==> config.mk <==
export PLATFORM = sky130hd
export DESIGN_NAME = instr_fetch_unit_flat
export DESIGN_NICKNAME = d
export VERILOG_FILES = /design/src/rtl/instr_fetch_unit_pkg.sv /design/src/rtl/instr_fetch_unit_if.sv /design/src/rtl/instr_fetch_unit_fetch_buffer.sv /design/src/rtl/instr_fetch_unit.sv /design/src/flat_wrapper.sv
export SDC_FILE = /design/constraint.sdc
export NUM_CORES = 1
export LEC_CHECK = 0
export ABC_AREA = 1
export CAP_MARGIN = 10
export CORE_MARGIN = 2
export CORE_UTILIZATION = 50
export DETAILED_ROUTE_END_ITERATION = 12
export HOLD_SLACK_MARGIN = 0.03
export MAX_ROUTING_LAYER = met4
export PLACE_DENSITY = 0.76
export REMOVE_ABC_BUFFERS = 1
export SLEW_MARGIN = 10
export SYNTH_ARGS = -nofsm -noshare
export SYNTH_HDL_FRONTEND = slang
export SYNTH_SLANG_ARGS = --single-unit
==> constraint.sdc <==
create_clock -name clk_i -period 2.5 [get_ports clk_i]
set_input_delay 0.5 -clock clk_i [delete_from_list [all_inputs] [get_ports clk_i]]
set_output_delay 0.5 -clock clk_i [all_outputs]
set_load 0.03 [all_outputs]
==> src/rtl/instr_fetch_unit_pkg.sv <==
// Shared fetch/execute definitions: memory depth default, opcode constants,
// fetch state encoding and the buffered {pc, instr} entry type.
package instr_fetch_unit_pkg;

   localparam int INSTR_NUM_DFLT = 256;
   localparam int BUF_DEPTH_DFLT = 2;

   localparam logic [6:0] OPC_LOAD   = 7'b0000011;
   localparam logic [6:0] OPC_OP_IMM = 7'b0010011;
   localparam logic [6:0] OPC_STORE  = 7'b0100011;
   localparam logic [6:0] OPC_OP     = 7'b0110011;
   localparam logic [6:0] OPC_BRANCH = 7'b1100011;
   localparam logic [6:0] OPC_JAL    = 7'b1101111;

   localparam logic [2:0] F3_ADD_SUB = 3'b000;
   localparam logic [2:0] F3_SLL     = 3'b001;
   localparam logic [2:0] F3_XOR     = 3'b100;
   localparam logic [2:0] F3_OR      = 3'b110;
   localparam logic [2:0] F3_AND     = 3'b111;

   typedef enum logic [0:0] {
      ST_RUN  = 1'b0,
      ST_HALT = 1'b1
   } fetch_state_e;

   typedef struct packed {
      logic [31:0] pc;
      logic [31:0] instr;
   } fetch_entry_t;

   // Byte address lies inside the instruction memory; 33 bits so pc+4 never wraps.
   function automatic logic pc_in_range(input logic [32:0] pc, input int unsigned instr_num);
      return pc < (33'(instr_num) << 2);
   endfunction

endpackage

==> src/rtl/instr_fetch_unit_if.sv <==
// Fetch unit bus: instruction-memory request side, redirect input and the
// valid/ready instruction stream towards the consumer.
interface instr_fetch_unit_if
   import instr_fetch_unit_pkg::*;
#(
   parameter int INSTR_NUM = INSTR_NUM_DFLT
);
   localparam int AW = $clog2(INSTR_NUM);

   logic          imem_req_o;
   logic [AW-1:0] imem_addr_o;
   logic [31:0]   imem_data_i;
   logic          redirect_i;
   logic [31:0]   redirect_pc_i;
   logic [31:0]   instr_o;
   logic [31:0]   pc_o;
   logic          valid_o;
   logic          ready_i;
   logic          halt_o;

   modport master (
      output imem_req_o,
      output imem_addr_o,
      input  imem_data_i,
      input  redirect_i,
      input  redirect_pc_i,
      output instr_o,
      output pc_o,
      output valid_o,
      input  ready_i,
      output halt_o
   );

   modport slave (
      input  imem_req_o,
      input  imem_addr_o,
      output imem_data_i,
      output redirect_i,
      output redirect_pc_i,
      input  instr_o,
      input  pc_o,
      input  valid_o,
      output ready_i,
      input  halt_o
   );

endinterface

==> src/rtl/instr_fetch_unit_fetch_buffer.sv <==
// Two-entry {pc, instr} FIFO; slot0 is always the head so the head entry and
// its valid flag come straight from registers.
module fetch_buffer
   import instr_fetch_unit_pkg::*;
(
   input  logic         clk_i,
   input  logic         rst_i,
   input  logic         push,
   input  logic         pop,
   input  logic         flush,
   input  fetch_entry_t wr_entry,
   output fetch_entry_t head_entry,
   output logic         head_valid,
   output logic [1:0]   count
);

   fetch_entry_t slot0_r;
   fetch_entry_t slot1_r;
   fetch_entry_t slot0_s;
   fetch_entry_t slot1_s;
   logic         vld0_r;
   logic         vld1_r;
   logic         vld0_s;
   logic         vld1_s;
   logic         pop_s;

   // Next-state of both slots for every push/pop combination.
   always_comb begin
      pop_s   = pop & vld0_r;
      slot0_s = slot0_r;
      slot1_s = slot1_r;
      vld0_s  = vld0_r;
      vld1_s  = vld1_r;
      case ({pop_s, push})
         2'b10: begin
            slot0_s = slot1_r;
            vld0_s  = vld1_r;
            vld1_s  = 1'b0;
         end
         2'b01: begin
            if (vld0_r) begin
               slot1_s = wr_entry;
               vld1_s  = 1'b1;
            end else begin
               slot0_s = wr_entry;
               vld0_s  = 1'b1;
            end
         end
         2'b11: begin
            // Head leaves while a new word arrives: the new word lands behind the survivor.
            if (vld1_r) begin
               slot0_s = slot1_r;
               slot1_s = wr_entry;
               vld1_s  = 1'b1;
            end else begin
               slot0_s = wr_entry;
               vld0_s  = 1'b1;
               vld1_s  = 1'b0;
            end
         end
         default: begin
            vld0_s = vld0_r;
            vld1_s = vld1_r;
         end
      endcase
   end

   // Slot registers; flush only drops the valid flags.
   always_ff @(posedge clk_i) begin
      if (!rst_i) begin
         slot0_r <= fetch_entry_t'(64'd0);
         slot1_r <= fetch_entry_t'(64'd0);
         vld0_r  <= 1'b0;
         vld1_r  <= 1'b0;
      end else if (flush) begin
         vld0_r  <= 1'b0;
         vld1_r  <= 1'b0;
      end else begin
         slot0_r <= slot0_s;
         slot1_r <= slot1_s;
         vld0_r  <= vld0_s;
         vld1_r  <= vld1_s;
      end
   end

   assign head_entry = slot0_r;
   assign head_valid = vld0_r;
   assign count      = {1'b0, vld0_r} + {1'b0, vld1_r};

endmodule

==> src/rtl/instr_fetch_unit.sv <==
// Instruction fetch unit: issues word reads to a synchronous memory, buffers
// returns in a 2-entry FIFO and streams {pc, instr} to the consumer.
module instr_fetch_unit
   import instr_fetch_unit_pkg::*;
#(
   parameter int INSTR_NUM = INSTR_NUM_DFLT,
   parameter int BUF_DEPTH = BUF_DEPTH_DFLT
) (
   input  logic                 clk_i,
   input  logic                 rst_i,
   instr_fetch_unit_if.master   bus
);

   localparam int         AW      = $clog2(INSTR_NUM);
   localparam logic [1:0] DEPTH_C = 2'(BUF_DEPTH);

   fetch_state_e state_r;
   logic [31:0]  fetch_pc_r;
   logic [31:0]  rsp_pc_r;
   logic         rsp_r;
   logic [31:0]  redirect_pc_s;
   logic [32:0]  pc_plus4_s;
   logic [1:0]   count_s;
   logic [1:0]   occ_s;
   logic         room_s;
   logic         req_s;
   logic         push_s;
   logic         pop_s;
   logic         head_valid_s;
   fetch_entry_t head_s;
   fetch_entry_t wr_entry_s;

   // Request is combinational so a slot freed by this cycle's transfer is refilled at once,
   // which is what sustains one instruction per cycle with only two entries.
   always_comb begin
      occ_s         = count_s + {1'b0, rsp_r};
      pop_s         = head_valid_s & bus.ready_i;
      room_s        = (occ_s < DEPTH_C) || ((occ_s == DEPTH_C) && pop_s);
      req_s         = rst_i && (state_r == ST_RUN) && !bus.redirect_i && room_s;
      push_s        = rsp_r && !bus.redirect_i;
      pc_plus4_s    = {1'b0, fetch_pc_r} + 33'd4;
      redirect_pc_s = bus.redirect_pc_i & 32'hFFFF_FFFC;
      wr_entry_s    = '{pc: rsp_pc_r, instr: bus.imem_data_i};
   end

   // RUN/HALT control, fetch PC and the one-deep memory response tracker.
   always_ff @(posedge clk_i) begin
      if (!rst_i) begin
         state_r    <= ST_RUN;
         fetch_pc_r <= 32'd0;
         rsp_r      <= 1'b0;
         rsp_pc_r   <= 32'd0;
      end else if (bus.redirect_i) begin
         fetch_pc_r <= redirect_pc_s;
         rsp_r      <= 1'b0;
         state_r    <= pc_in_range({1'b0, redirect_pc_s}, INSTR_NUM) ? ST_RUN : ST_HALT;
      end else begin
         rsp_r <= req_s;
         if (req_s) begin
            rsp_pc_r   <= fetch_pc_r;
            fetch_pc_r <= pc_plus4_s[31:0];
            state_r    <= pc_in_range(pc_plus4_s, INSTR_NUM) ? ST_RUN : ST_HALT;
         end
      end
   end

   fetch_buffer u_fetch_buffer (
      .clk_i      (clk_i),
      .rst_i      (rst_i),
      .push       (push_s),
      .pop        (pop_s),
      .flush      (bus.redirect_i),
      .wr_entry   (wr_entry_s),
      .head_entry (head_s),
      .head_valid (head_valid_s),
      .count      (count_s)
   );

   assign bus.imem_req_o  = req_s;
   assign bus.imem_addr_o = fetch_pc_r[AW+1:2];
   assign bus.instr_o     = head_s.instr;
   assign bus.pc_o        = head_s.pc;
   assign bus.valid_o     = head_valid_s;
   assign bus.halt_o      = (state_r == ST_HALT);

endmodule

==> src/flat_wrapper.sv <==
// flat-port wrapper written by rule: the top's interface ports become plain ports
module instr_fetch_unit_flat import instr_fetch_unit_pkg::*;
#(
   parameter int INSTR_NUM = INSTR_NUM_DFLT,
   parameter int BUF_DEPTH = BUF_DEPTH_DFLT
)
  (clk_i, rst_i, bus_imem_req_o, bus_imem_addr_o, bus_imem_data_i, bus_redirect_i, bus_redirect_pc_i, bus_instr_o, bus_pc_o, bus_valid_o, bus_ready_i, bus_halt_o);
  instr_fetch_unit_if #(.INSTR_NUM(INSTR_NUM)) bus_i ();
  input  logic clk_i;
  input  logic rst_i;
  output wire logic [$bits(bus_i.imem_req_o)-1:0] bus_imem_req_o;
  output wire logic [$bits(bus_i.imem_addr_o)-1:0] bus_imem_addr_o;
  input wire logic [$bits(bus_i.imem_data_i)-1:0] bus_imem_data_i;
  input wire logic [$bits(bus_i.redirect_i)-1:0] bus_redirect_i;
  input wire logic [$bits(bus_i.redirect_pc_i)-1:0] bus_redirect_pc_i;
  output wire logic [$bits(bus_i.instr_o)-1:0] bus_instr_o;
  output wire logic [$bits(bus_i.pc_o)-1:0] bus_pc_o;
  output wire logic [$bits(bus_i.valid_o)-1:0] bus_valid_o;
  input wire logic [$bits(bus_i.ready_i)-1:0] bus_ready_i;
  output wire logic [$bits(bus_i.halt_o)-1:0] bus_halt_o;
  assign bus_imem_req_o = bus_i.imem_req_o;
  assign bus_imem_addr_o = bus_i.imem_addr_o;
  assign bus_i.imem_data_i = bus_imem_data_i;
  assign bus_i.redirect_i = bus_redirect_i;
  assign bus_i.redirect_pc_i = bus_redirect_pc_i;
  assign bus_instr_o = bus_i.instr_o;
  assign bus_pc_o = bus_i.pc_o;
  assign bus_valid_o = bus_i.valid_o;
  assign bus_i.ready_i = bus_ready_i;
  assign bus_halt_o = bus_i.halt_o;
  instr_fetch_unit #(.INSTR_NUM(INSTR_NUM), .BUF_DEPTH(BUF_DEPTH)) u_core (.clk_i(clk_i), .rst_i(rst_i), .bus(bus_i));
endmodule
# Word level (Yosys, flattened, before mapping)
# Index checks and enable logic that the tools add are counted.
# totals
ff_bits,196
# classes
add_sub_neg,3
n_lt_le_gt_ge,3
n_eq_ne,8
n_mux,17
bitwise,5
reduce_logical,16
# ops
op,n
2-to-1 mux 64 bit,4
one-hot mux 64 bit (3 select lines),1
one-hot mux 64 bit (2 select lines),1
2-to-1 mux 32 bit,2
"adder 32 x 3 -> 33 bit, second input constant",1
"< comparator 33 x 11 -> 1 bit, second input constant",1
"< comparator 32 x 11 -> 1 bit, second input constant",1
"inequality test 2 bit, second input constant",4
2-to-1 mux 1 bit,7
"equality test 2 bit, second input constant",3
one-hot mux 1 bit (3 select lines),2
AND reduction 2 bit,3
logical AND 1 bit,5
AND reduction 4 bit,1
nonzero test 2 bit,2
NOT 1 bit,3
AND reduction 3 bit,1
nonzero test 3 bit,1
adder 1 x 1 -> 2 bit,1
adder 2 x 1 -> 2 bit,1
AND 1 bit,2
"equality test 2 x 1 -> 1 bit, second input constant",1
"< comparator 2 bit, second input constant",1
OR reduction 2 bit,1
other kinds (2),2

# Longest topological paths before layout
# depth
depth_word,8
mapped_depth,14
mapped_depth_nobuf,14

# By module
# Synthesis repeated with hierarchy kept, for this count alone.
# unflattened
cells_unflattened,1598
hier_area_um2,10047.1
# modules_own_cells
module,instances,cells_per_inst,area_per_inst_um2,seq_area_each_um2
fetch_buffer,1,1054,6496.2,2602.5
instr_fetch_unit,1,544,3550.9,1241.2

# Worst setup path before layout
# OpenSTA, ideal clock, no wires.
# synth_timing
path_type,reg2out
start,register u_core.u_fetch_buffer.vld0_r (netlist: u_core.u_fetch_buffer.head_valid)
end,output port bus_imem_req_o
t_arrival_ps,1945
slack_ps,55
stages_incl_launch_ff,9
path_buffers,2
cell_sequence,dfxtp_1 > inv_1 > fa_1 > inv_1 > o21bai_1 > nand2_1 > buf_4 > inv_6 > buf_2
# synth_via
elab_chain_len,6
# synth_rtl
element,line_no,text
start: declaration,instr_fetch_unit_fetch_buffer.sv:21,logic vld0_r;
start signal: assignment,instr_fetch_unit_fetch_buffer.sv:81,vld0_r <= vld0_s;
adder 1 x 1 -> 2 bit,instr_fetch_unit_fetch_buffer.sv:88,"assign count = {1'b0, vld0_r} + {1'b0, vld1_r};"
adder 2 x 1 -> 2 bit,instr_fetch_unit.sv:36,"occ_s = count_s + {1'b0, rsp_r};"
equality test 2 bit,instr_fetch_unit.sv:38,room_s = (occ_s < DEPTH_C) || ((occ_s == DEPTH_C) && pop_s);
logical AND 1 bit,instr_fetch_unit.sv:38,
logical OR 1 bit *,instr_fetch_unit.sv:38,
logical AND 1 bit *,instr_fetch_unit.sv:39,req_s = rst_i && (state_r == ST_RUN) && !bus.redirect_i && room_s;
end: declaration,flat_wrapper.sv:11,output wire logic [$bits(bus_i.imem_req_o)-1:0] bus_imem_req_o;
# Mark *: on every way between the ends. The rest lies on a longest branch, timed or not.

# Worst setup path after layout
# Ends and elaborated chain as after synthesis.

==> results by group <==
Power and ir drop
  • Pwr/cell area: 630.7 nW/um2
  • Peak supply drop: 0.5076 mV
  • Leakage: 4.281 nW

Critical path
  • Critical path type: reg -> out
  • Crit-path cells: inv_1 -> fa_1 -> inv_1 -> o21bai_1 -> nand2_2 -> inv_8 -> buf_4
  • Reg2Reg Setup Slack: 0.14 ns
  • Crit end category: output pin
  • CP max FO: 5
  • Startpoint Class: flip-flop
  • RR Endpoint: u_core.fetch_pc_r[11]$_SDFFE_PN0P_
  • CP dominant cell by count: inv_1
  • Critical Path End: bus_imem_req_o
  • RR Startpoint: u_core.u_fetch_buffer.head_valid$_SDFFE_PP0P_
  • WP data required: 2.00 ns
  • Critical path arrival: 1.96 ns
  • Max incr delay on CP: 0.54 ns
  • CP max-delay cell: fa_1
  • CP Launch Point: u_core.u_fetch_buffer.head_valid$_SDFFE_PP0P_
  • Reg2Reg Depth: 9

Final layout
  • Share of layout cells above drive strength 1: 6.225%
  • Post-route cell area: 10540 um2
  • N_diodes: 0
  • Fin util: 64.04%
  • # nets final: 1294
  • Layout area overhead: 25.96%

Clocking
  • CTS tree: done
  • CTS Buffer Depth: 2
  • Root Buffer: clkbuf_16
  • Clock latency on the worst-skew pair: 0.43 ns
  • H-tree Lvls: 4
  • Worst-path clk slew: 0.07 ns
  • # hold bufs at CTS: 0
  • CTS sink cnt: 188
  • Total CTS buffers: 17

Logic synthesis
  • Area leader, netlist: dfxtp_1
  • YS warnings: 0
  • Top_reg_cell synth: dfxtp_1
  • FF+latch count, synth: 188
  • Synth cell count leaders: nand2_1, dfxtp_1, inv_1
  • Top-count cell post-synth: nand2_1
  • Post-synthesis sequential area ratio: 44.96%
  • Mapped cell area: 8371 um2
  • Yosys top cell area share: 44.96%
  • FFs w/ async S/R, synth: 0%
  • Post-synth EDFFs: 0
  • Synth cell types: 34
  • Synth Instances: 1126
  • Synth area leaders: dfxtp_1, o211ai_1, nand2_1
  • Syn Area/Cell: 7.434 um2

Timing
  • Achievable Freq: 0.4059 GHz
  • Max Clock Skew: 0.007916 ns
  • Final Hold Fails: 0
  • Worst rel slew slack: 59.60%
  • Final min period: 2.463 ns
  • Worst slew pin tran: 0.6060 ns
  • Hold slack: 0.4777 ns
  • Setup-failing EPs final: 0
  • Pins over their slew limit: 0
  • Fin crit share: 98.54%
  • Setup TNS: 0 ns
  • Setup WS post-layout: 0.03660 ns

Routing
  • Via density: 5.148
  • Router iterations before antenna repair: 7
  • Drt total wl: 19550 um
  • ANT nets after route: 0
  • Drt initial violations: 547
  • DR vias: 7501
  • Drt wl/cell: 13.42 um
  • DRC Markers: 0

Floorplanning
  • Die Footprint: 17790 um2
  • Initial Util: 50.84%
  • I/O pin total: 143
  • Core area: 16470 um2
  • Die width: 133.4 um
  • Die Ht: 133.4 um
  • Std-Cell Rows: 47

Placed design
  • RD Place Congestion: 0.9114
  • Post-DP Area: 9947 um2
  • Buffers on Ports: 138
  • HPWL Detailed: 12830 um
  • Dpl ws: 0.1117 ns

Outcome
  • Status: finished, final reports clean

Worst hold path
  • Hold Crit Depth: 2
  • Worst min path class: reg -> reg

GRT
  • Global-route wire length before repair: 32280 um
  • Vias in the first global route: 6649
  • Total Routing Usage GR: 22.63%
  • Initial antenna violation count: 0
  • Largest net degree at the start of global routing: 158
  • Gr ovfl total: 0

Run
  • Max_cap viols: 0
## critical path: cells and delay by family (launching register included)
family	cells	cell delay, ns
AOI/OAI and AO/OA	1	0.16
adders and majority gates	1	0.54
buffers and inverters	4	0.34
DFF	1	0.38
and+or+nand+nor	1	0.12
## layer usage
layer	GRT usage, %	vias up	wire [um]
li1	-	3936	-
met1	30.28	3358	9462
met2	35.37	186	8948
met3	4.604	21	935
met4	5.496	0	208
met5	-	-	0
## state kept, by name, summed over array words and instances, names as in the netlist
register                          flops
u_core.bus.halt_o                     1
u_core.rsp_pc_r                      30
u_core.u_fetch_buffer.head_valid      1
u_core.rsp_r                          1
u_core.fetch_pc_r                    30
u_core.u_fetch_buffer.head_entry     62
u_core.u_fetch_buffer.slot1_r        62
u_core.u_fetch_buffer.vld1_r          1
## where the power goes
group	internal, mW	switching [mW]	leakage, nW
clock	1.42	1.22	0.282
sequential	3.11	0.0832	1.53
combinational	0.352	0.466	2.47
total	4.88	1.77	4.28
## cell type report
cell class	instances	area, um2
tap	220	275.3
multi-input combinational	703	3679
fill	1439	5922
clock inverter	14	136.4
sequential	188	3767
timing repair buffer	162	1669
clock buffer	18	439.2
inverter	152	578.1
## cells in the final DEF, fill, tap and decap left out, types with 3 or more instances in the layout
| cell | instances |
|---|---|
| clkinv_2 | 4 |
| o21bai_1 | 3 |
| o211ai_1 | 127 |
| nor4_1 | 5 |
| buf_4 | 17 |
| a21oi_1 | 96 |
| or2_2 | 3 |
| buf_12 | 9 |
| o21ai_0 | 94 |
| inv_1 | 150 |
| inv_6 | 4 |
| clkdlybuf4s50_1 | 136 |
| nand3b_1 | 11 |
| xor2_1 | 7 |
| xnor2_1 | 3 |
| nor2_2 | 5 |
| nand3_1 | 11 |
| nand2_1 | 241 |
| a31oi_1 | 26 |
| nand4_1 | 3 |
| nor2_1 | 51 |
| dfxtp_1 | 187 |
| nor2_4 | 3 |
| clkbuf_16 | 17 |
## cells by family (layout without fill, tap and decap cells)
family          after synthesis  after routing  synth area share [%]
other cells                   1              2               0.04480
xor+xnor                     10             10                 1.046
flops                       188            188                 44.96
buf+inv                     236            346                 11.48
fa+ha+maj                     2              2                0.3886
compound gates              350            350                 25.37
simple gates                339            339                 16.71
## repair_timing
item,4_1_cts,5_1_grt
resized for setup,2,2
endpoints found under the hold margin,0,0
pin swaps,0,1
buffers inserted,1,1
endpoints found under the setup margin,1,1
## stage by stage
stage / cells / power (mW)
floorplan: 1043 / 3.673
global placement: 1423 / 4.063
detailed placement: 1423 / 4.075
finish: 1457 / 6.650
CTS: 1456 / 6.709
global route: 1457 / 6.920
## worst min path at each step
stage | from | end | slack (ns)
after floorplan | u_core.rsp_pc_r[10]$_SDFFE_PN0P_ | u_core.rsp_pc_r[10]$_SDFFE_PN0P_ | 0.45
after global placement | u_core.rsp_pc_r[19]$_SDFFE_PN0P_ | u_core.rsp_pc_r[19]$_SDFFE_PN0P_ | 0.47
after detailed placement | u_core.rsp_pc_r[17]$_SDFFE_PN0P_ | u_core.rsp_pc_r[17]$_SDFFE_PN0P_ | 0.47
after CTS | u_core.rsp_pc_r[17]$_SDFFE_PN0P_ | u_core.u_fetch_buffer.slot1_r[49]$_SDFFE_PN0P_ | 0.48
after global routing | u_core.rsp_pc_r[15]$_SDFFE_PN0P_ | u_core.u_fetch_buffer.slot1_r[47]$_SDFFE_PN0P_ | 0.51
final | u_core.rsp_pc_r[19]$_SDFFE_PN0P_ | u_core.rsp_pc_r[19]$_SDFFE_PN0P_ | 0.48
Note: power is estimated with default switching activity, not from simulation.
